File: src/rtl/unary_add_n_w.sv
// -----------------------------------------------------------------------------
// unary_add_n_w
//
// Purpose:
//   Parametrised unary-stream accumulator. In the read phase it counts the
//   '1' lanes of din every enabled cycle into a CNT_W-bit counter. On overflow
//   the counter either wraps or clamps at MAX. In the write phase it replays
//   the stored total as a unary pulse train on dout, one pulse per enabled
//   cycle. done marks the last pulse. ovf is a sticky overflow flag that is
//   cleared when a train completes.
//
// Parameters:
//   N_IN      number of unary input lanes (>= 1)
//   CNT_W     accumulator width, MAX = 2**CNT_W - 1
//   SATURATE  0: wrap modulo 2**CNT_W, 1: clamp at MAX
//
// Ports:
//   clk            in   1      rising-edge clock for all state
//   rst_n          in   1      synchronous active-low reset, overrides en
//   en             in   1      cycle enable, 0 holds state (done forced 0)
//   read_or_write  in   1      0 = accumulate din, 1 = replay count on dout
//   din            in   N_IN   unary input lanes, sampled in read phase only
//   dout           out  1      registered unary output pulse
//   C              out  1      registered per-cycle overflow flag (not sticky)
//   ovf            out  1      sticky overflow, cleared at end of a train
//   done           out  1      one-cycle pulse on the last dout pulse
//   cnt_out        out  CNT_W  current count register
//   empty          out  1      combinational, cnt_out == 0
// -----------------------------------------------------------------------------
module unary_add_n_w #(
  parameter int N_IN     = 2,
  parameter int CNT_W    = 3,
  parameter bit SATURATE = 1'b0
) (
  input  logic             clk,
  input  logic             rst_n,
  input  logic             en,
  input  logic             read_or_write,
  input  logic [N_IN-1:0]  din,
  output logic             dout,
  output logic             C,
  output logic             ovf,
  output logic             done,
  output logic [CNT_W-1:0] cnt_out,
  output logic             empty
);

  // Width of the lane popcount: values 0..N_IN.
  localparam int PC_W  = $clog2(N_IN + 1);
  // The sum is one bit wider than the wider operand, so the carry is never lost.
  localparam int SUM_W = ((CNT_W > PC_W) ? CNT_W : PC_W) + 1;

  localparam logic [SUM_W-1:0] MAX_S   = {{(SUM_W-CNT_W){1'b0}}, {CNT_W{1'b1}}};
  localparam logic [CNT_W-1:0] MAX_C   = {CNT_W{1'b1}};
  localparam logic [CNT_W-1:0] ONE_C   = CNT_W'(1);
  localparam logic [CNT_W-1:0] ZERO_C  = '0;

  // ---------------------------------------------------------------------------
  // State registers
  // ---------------------------------------------------------------------------
  logic [CNT_W-1:0] count_q, count_d;
  logic             dout_q,  dout_d;
  logic             c_q,     c_d;
  logic             ovf_q,   ovf_d;
  logic             done_q,  done_d;

  // ---------------------------------------------------------------------------
  // Read-phase datapath: popcount and widened sum
  // ---------------------------------------------------------------------------
  logic [PC_W-1:0]  pc;
  logic [SUM_W-1:0] sum;
  logic             overflow;

  always_comb begin
    pc = '0;
    for (int i = 0; i < N_IN; i++) begin
      pc = pc + PC_W'(din[i]);
    end
  end

  assign sum      = SUM_W'(count_q) + SUM_W'(pc);
  assign overflow = (sum > MAX_S);

  // ---------------------------------------------------------------------------
  // Next-state logic
  // ---------------------------------------------------------------------------
  always_comb begin
    // NOTE: every next-state signal gets a hold default first. This means no
    // branch can leave one unassigned and infer a latch.
    count_d = count_q;
    dout_d  = dout_q;
    c_d     = c_q;
    ovf_d   = ovf_q;
    done_d  = 1'b0;            // done is a pulse and is never stretched by en=0

    if (en) begin
      if (!read_or_write) begin
        // Accumulate. The output pulse train stops at once on a switch to read.
        dout_d = 1'b0;
        c_d    = overflow;
        ovf_d  = ovf_q | overflow;
        if (SATURATE && overflow) begin
          count_d = MAX_C;
        end else begin
          count_d = sum[CNT_W-1:0];  // truncation is the modulo-2**CNT_W wrap
        end
      end else begin
        // Replay. The count stops at zero instead of underflowing.
        c_d = 1'b0;
        if (count_q != ZERO_C) begin
          dout_d  = 1'b1;
          count_d = count_q - ONE_C;
          done_d  = (count_q == ONE_C);
          // A finished train clears the sticky overflow of its load.
          if (count_q == ONE_C) begin
            ovf_d = 1'b0;
          end
        end else begin
          dout_d = 1'b0;
        end
      end
    end
  end

  // ---------------------------------------------------------------------------
  // Registers
  // ---------------------------------------------------------------------------
  // NOTE: the reset is sampled only on the clock edge, so it sits inside the
  // clocked branch and not in the sensitivity list. A reset pulse between
  // edges has no effect.
  always_ff @(posedge clk) begin
    if (!rst_n) begin
      count_q <= '0;
      dout_q  <= 1'b0;
      c_q     <= 1'b0;
      ovf_q   <= 1'b0;
      done_q  <= 1'b0;
    end else begin
      // NOTE: use non-blocking assignments for all state. Every register then
      // samples the pre-edge values, whatever the statement order.
      count_q <= count_d;
      dout_q  <= dout_d;
      c_q     <= c_d;
      ovf_q   <= ovf_d;
      done_q  <= done_d;
    end
  end

  // ---------------------------------------------------------------------------
  // Outputs
  // ---------------------------------------------------------------------------
  assign cnt_out = count_q;
  assign dout    = dout_q;
  assign C       = c_q;
  assign ovf     = ovf_q;
  assign done    = done_q;
  assign empty   = (count_q == ZERO_C);

endmodule

File: config.mk
export PLATFORM = sky130hd
export DESIGN_NAME = unary_add_n_w
export DESIGN_NICKNAME = d
export VERILOG_FILES = /design/src/rtl/unary_add_n_w.sv
export SDC_FILE = /design/constraint.sdc
export NUM_CORES = 1
export LEC_CHECK = 0
export CAP_MARGIN = 40
export CORE_AREA = 2 2 39 41
export DETAILED_ROUTE_END_ITERATION = 10
export DIE_AREA = 0 0 41 43
export MAX_ROUTING_LAYER = met4
export PLACE_DENSITY = 0.6
export SLEW_MARGIN = 20
export SYNTH_ARGS = -nofsm -noshare
export SYNTH_HDL_FRONTEND = slang
export SYNTH_SLANG_ARGS = --single-unit
export TNS_END_PERCENT = 100
File: constraint.sdc
create_clock -name clk -period 1.6 [get_ports clk]
set_input_delay 0.16 -clock clk [delete_from_list [all_inputs] [get_ports clk]]
set_output_delay 0.16 -clock clk [all_outputs]
set_load 0.01 [all_outputs]
* Word-level counts from Yosys, hierarchy flattened *
Cells that the tools add are included.

cells by class
  add/subtract/negate cells = 3
  order comparisons = 1
  equal/unequal tests = 3
  mux-type cells = 8
  bitwise logic cells = 1
  reductions and logical operators = 5

operator list
  operator               count
  $mux W1                6
  $mux W3                2
  $add A3 B2 Y4          1
  $gt A4 B3 Y1 const B   1
  $ne A2 B1 Y1 const B   2
  $reduce_and A4 Y1      1
  $eq A3 B1 Y1 const B   1
  $logic_not A3 Y1       1
  $reduce_and A3 Y1      1
  $reduce_bool A3 Y1     1
  $sub A3 B1 Y3 const B  1
  $add A1 B1 Y2          1
  $reduce_and A2 Y1      1
  $or A1 B1 Y1           1

word-level totals
  flip-flop bits (word level) = 7
  input port bits = 6
  output and inout bits = 8
  word-level logic and storage cells = 26

* Depth between registers and ports, before layout *
Gate-level depths: netlist of the first run.

  word-level depth = 5
  gate-level depth with buffers = 7
  gate-level depth less buffers = 7

* Worst setup path after synthesis of the first run *
Ideal clock, no wire load.

  path kind = flip-flop to flip-flop
  from = reg count_q[0] (netlist: cnt_out[0])
  to = reg count_q[1] (netlist: cnt_out[1])
  library setup time = 0.123 ns
  data arrival time = 1.384 ns
  required time = 1.477 ns
  path slack = 0.093 ns
  stages on the path, launching flop included = 7
  buffers on the path = 0
  period minus slack after synthesis = 1.507 ns
  cells stage by stage = dfxtp_1 -> inv_1 -> fa_1 -> inv_1 -> ha_1 -> mux2i_1 -> a211oi_2

between the ends
  cells in the longest elaborated chain, start to end = 3
  elaborated cells between the ends (all ways) = 7
  classes of those cells = 2 x add/sub; 1 x eq/ne; 2 x mux; 2 x reduce/logical

RTL lines
  element                                              RTL line  RTL
  from (decl)                                          61        logic [CNT_W-1:0] count_q, count_d;
  from (signal assigned)                               141       count_q <= count_d;
  $sub A3 B1 Y3 or $reduce_bool A3 Y1 (tied branches)  112, 110
  $mux W3 or $ne A2 B1 Y1 (tied branches)              -
  $mux W3 or $reduce_and A2 Y1 (tied branches)         -

Parallel ways exist; a longest one is shown, timed or not. The select of a mux whose other input is x is not followed.
A chain may end at the register's enable or synchronous reset.

* Final worst setup path of the first run *
  from = reg count_q[0] (netlist: cnt_out[0])
  to = out empty

between the ends
  cells in the longest elaborated chain, start to end = 1

RTL lines
  element           RTL line  RTL
  $logic_not A3 Y1  157       assign empty = (count_q == ZERO_C);
  to (decl)         45        output logic empty

No other way between the ends.

==> flow_summary.ini, run 1 <==
[synth]
syn_nets = 62
yosysWarningCount = 0
yosysMostFrequentCell = inv_1
ys_seq_area_frac = 0.304
ys_types = 25
synthArstFlopShare = 0
ys_seq_elements = 7
synth-edff-count = 0
synthTopCellsByCount = inv_1, dfxtp_1, a21oi_1, ha_1, o21ai_0
synthFlopType = dfxtp_1
synth_top_area_frac = 0.304
syn-cell-area_um2 = 460
synth_largest_area_cell = dfxtp_1
synth.avg_cell_area_um2 = 9.03
synthCells = 51
yosys-top-cells-area = dfxtp_1, ha_1, inv_1

[finish]
final-instance-count-excl-fill = 85
diodes = 0
area_growth_pct = 39.9
fillers = 139
final_layout_size_suffix_gt1_frac = 0.145
nNetsFinal = 81

[timing]
worst_slack_ps = 129
min_period_ps = 1470
drv_slew = 0
finalHoldViolCount = 0
holdWs_ps = 470
fin_crit_sh = 0.919
fmax_mhz = 680
tightest_slew_ps = 395
fin_skew_ps = 0.165
max_slew_margin = 0.736
setup_violations = 0
rsz0062_at_grt = no

[critical_path]
required_ps = 1440
end_kind = primary output
start_kind = register
path_max_fanout = 3
critPathKind = register to primary output
cp.arrival_ps = 1310

[grt]
grt_max_degree = 12
grt_pass1_wl_um = 1350
grt_pass1_vias = 323
gr-total-overflow = 0
antenna_found_initial = 0
grt_use_total = 0.123

[floorplan]
core_mm2 = 0.00138
die_height_um = 43
initial_utilization = 0.333
rows = 14
ioPinCount = 14
die_w_um = 41
die_area_mm2 = 0.00176

[place]
hpwl_um = 681
port_buffers = 13
gp_congestion = 0.842
place_inst = 81
place_ws_ps = -198

[route]
drcViolationCount = 0
drt_wl_total_um = 860
drt_iter0_drc = 10
drtAntennaViolNets = 0
first_pass_iters = 4
viasPerCell = 4.76
vias = 405
wire_per_inst_um = 10.1

[power_and_ir_drop]
vdd_ir_drop_max_uv = 370
p_per_area_mw_per_mm2 = 858
p_leak_nw = 0.277

[run]
cap_violations = 0

[clocking]
clkTransAtPathRegs_ps = 50
clk_path_buf_depth = 2
ctsHoldBuffers = 0
htreeDepth = 1
cts_tree = yes
cts_sinks = 7
numCtsBuffers = 3
clockRootBuffer = clkbuf_4
clkLatencyLatePin_ps = 250

[outcome]
status = complete, no violations

[min_path]
hp-class = register to register
==> path summary, 6_finish.rpt <==
path	startpoint	end	slack (ps)	cells after the start
worst max-delay path	cnt_out[0]	empty	130	4
worst min-delay path	C	C	470	2
worst max register to register	cnt_out[0]	cnt_out[0]	190	5
worst min register to register	C	C	470	2
==> layer usage <==
layer | vias up | GRT usage | routed length (um)
li1 | 208 | - | -
met1 | 180 | 0.143 | 404
met2 | 15 | 0.159 | 389
met3 | 2 | 0.0785 | 59
met4 | 0 | 0.0600 | 6
met5 | - | - | 0
==> critical path: stages, from the launching register on <==
cell,delay (ps)
dfxtp_1,320
inv_1,80
ha_1,210
and2b_1,170
dlygate4sd2_1,280
==> layout by cell type, fill, tap and decap left out, drive strengths merged <==
master,Yosys,routed
a211oi,1,1
a21oi,4,4
a32o,1,1
and2,2,2
and2b,3,3
and3b,1,1
buf,2,3
clkbuf,0,4
clkdlybuf4s50,0,12
dfxtp,7,7
dlygate4sd2,0,1
fa,1,1
ha,4,4
inv,8,8
mux2i,1,1
nand2,1,1
nand2b,1,1
nand3b,1,1
nand4,1,1
nand4b,1,1
nor2,1,1
nor2b,2,2
nor3,2,2
o211ai,1,1
o21ai,4,4
o22ai,1,1
==> logic make-up after synthesis <==
kind of cell	share of synthesized area
multiplexers	0.0217
buffers and inverters	0.101
adder cells (fa/ha/maj)	0.152
AND/OR/NAND/NOR	0.255
AO/OA/AOI/OAI	0.166
flip-flops	0.304
==> power by group <==
part | switching, mW | internal (mW)
Combinational | 0.0914 | 0.107
Sequential | 0.00714 | 0.186
Clock | 0.0661 | 0.0952
Total | 0.165 | 0.388
==> timing repair <==
item / CTS / global route
setup buffers: 0 / 0
resized for setup: 1 / 2
endpoints found under the setup margin: 1 / 2
==> layout make-up <==
| class | count | area, um^2 | share of cell area |
|---|---|---|---|
| multi-input cells | 34 | 277 | 0.429 |
| flip-flops and latches | 7 | 140 | 0.217 |
| inverters | 8 | 30.0 | 0.0466 |
| repair buffers | 16 | 151 | 0.235 |
| clock buffers | 4 | 26.3 | 0.0408 |
| well taps | 16 | 20.0 | 0.0311 |
==> per-stage QoR <==
step	instance area (um^2)	setup TNS, ps	total power [mW]	util
after floorplan	460	0	0.319	-
after global placement	617	-402	0.401	0.446
after detailed placement	617	-474	0.400	0.446
after CTS	642	0	0.562	0.464
after global routing	644	0	0.592	0.466
final	644	0	0.553	0.466
==> state kept, by name, summed over array words and instances, names as in the netlist <==
register	count
C	1
cnt_out	3
done	1
dout	1
ovf	1
Power figures use the tool's default switching activity.
==> run 2: changes to the inputs <==
Settings changed: PLACE_DENSITY 0.6 to 0.62.
Clock period 1.6 ns to 1.22 ns, I/O delays scaled along.
==> flow_summary.ini, run 2 (synthesis results as in run 1) <==
[run]
cap_violations = 0

[finish]
final_cell_mix = buf_4, dlygate4sd2_1, dfxtp_1, inv_1, o21ai_1
largest_reg_flops = 3
nNetsFinal = 91
final_layout_size_suffix_gt1_frac = 0.405
final_common_cell = buf_4
final-instance-count-excl-fill = 95
area_growth_pct = 63.9
diodes = 0
final_util = 0.545

[critical_path]
path_max_fanout = 3
critPathKind = register to register
required_ps = 1350
cp.arrival_ps = 1500
cp_num_buf_inv = 2
r2r-end = cnt_out[1]
crit_chain = inv_4 > fa_2 > inv_2 > ha_4 > mux2i_2 > a211oi_2
cpMaxStageDelayCell = dfxtp_4
critPathMaxStageDelay_ps = 350
cp.depth = 6
end_kind = register
start_kind = register
rrSetupSlack_ps = -150
r2r-start = cnt_out[0]
critPathTopFamily = adder cells
rr_worst_depth = 6
startpoint = cnt_out[0]
cp-endpoint = cnt_out[1]

[floorplan]
die_area_mm2 = 0.00176
die_height_um = 43
die_w_um = 41
rows = 14
ioPinCount = 14
core_mm2 = 0.00138
initial_utilization = 0.333

[timing]
max_slew_margin = 0.742
setup_violations = 6
tightest_slew_ps = 386
rsz0062_at_grt = yes
min_period_ps = 1370
worst_slack_ps = -150
fin_crit_sh = 1.12
tns_ps = -522
drv_slew = 0
fin_skew_ps = 2.60
fmax_mhz = 730
finalHoldViolCount = 0

[grt]
gr-total-overflow = 0
antenna_found_initial = 0
grt_max_degree = 11
grt_use_total = 0.159
grt_pass1_vias = 447
grt_pass1_wl_um = 1770

[route]
highest_layer = met4
drt_wl_total_um = 1100
drcViolationCount = 0
drt_iter0_drc = 0
vias = 442
m1WireLength_um = 446
dr_wl_met3_um = 34
wire_per_inst_um = 11.6
routed-wl-met2_um = 602
viasPerCell = 4.65
first_pass_iters = 1
drtAntennaViolNets = 0

[place]
port_buffers = 13
gp_congestion = 0.744
place_ws_ps = -474
hpwl_um = 850
place_inst = 90

[power_and_ir_drop]
p_per_area_mw_per_mm2 = 1080
vdd_ir_drop_max_uv = 391
p_leak_nw = 0.355
power_uw = 816

[clocking]
clkTransAtPathRegs_ps = 60
ctsHoldBuffers = 0
clk_path_buf_depth = 2
htreeDepth = 1
clockRootBuffer = clkbuf_4
numCtsBuffers = 3
clkLatencyLatePin_ps = 250
cts_tree = yes
cts_sinks = 7

[min_path]
whs_path_depth = 2
hp-class = register to register

[outcome]
status = complete, but fails checks
violations = setup timing
==> run 2: stage by stage <==
step | hold WS, ps | area, um^2
after floorplan | 244 | 470
after global placement | 458 | 694
after detailed placement | 463 | 694
after CTS | 469 | 717
after global routing | 543 | 754
final | 480 | 754
==> run 2: layer usage <==
metal / vias to the layer above / track usage
met3: 2 / 0.0314
li1: 229 / -
met5: - / -
met2: 8 / 0.244
met4: 0 / 0.100
met1: 203 / 0.177
==> run 2: power by group <==
part           internal [mW]  leakage [nW]  switching, mW
combinational          0.190         0.282          0.154
sequential             0.246        0.0579        0.00900
clock                  0.125        0.0150         0.0920
==> run 2: cell type report <==
| class | instances | area (um^2) |
|---|---|---|
| timing repair buffer | 26 | 211 |
| clock buffer | 4 | 26.3 |
| multi-input combinational | 34 | 319 |
| tap | 16 | 20.0 |
| sequential | 7 | 145 |
| fill | 141 | 629 |
| inverter | 8 | 32.5 |
==> run 2: worst min-delay path: stages, from the launching register on <==
cell      delay [ps]
dfxtp_1          300
nand2b_1          80
a21oi_2           50
==> run 2: how the worst min path moves through the flow <==
stage / start / to / slack, ps
CTS: C / C / 470
finish: C / C / 480
global route: C / C / 540
global placement: C / C / 460
detailed placement: C / C / 460
floorplan: rst_n / dout / 240
==> run 2: repair_timing <==
action                                  in CTS  in global routing
pin swaps                                    4                  4
endpoints found under the setup margin      13                  7
endpoints found under the hold margin        0                  0
buffers inserted                             0                  1
gates cloned                                 0                  0
gates resized for setup                     18                  7
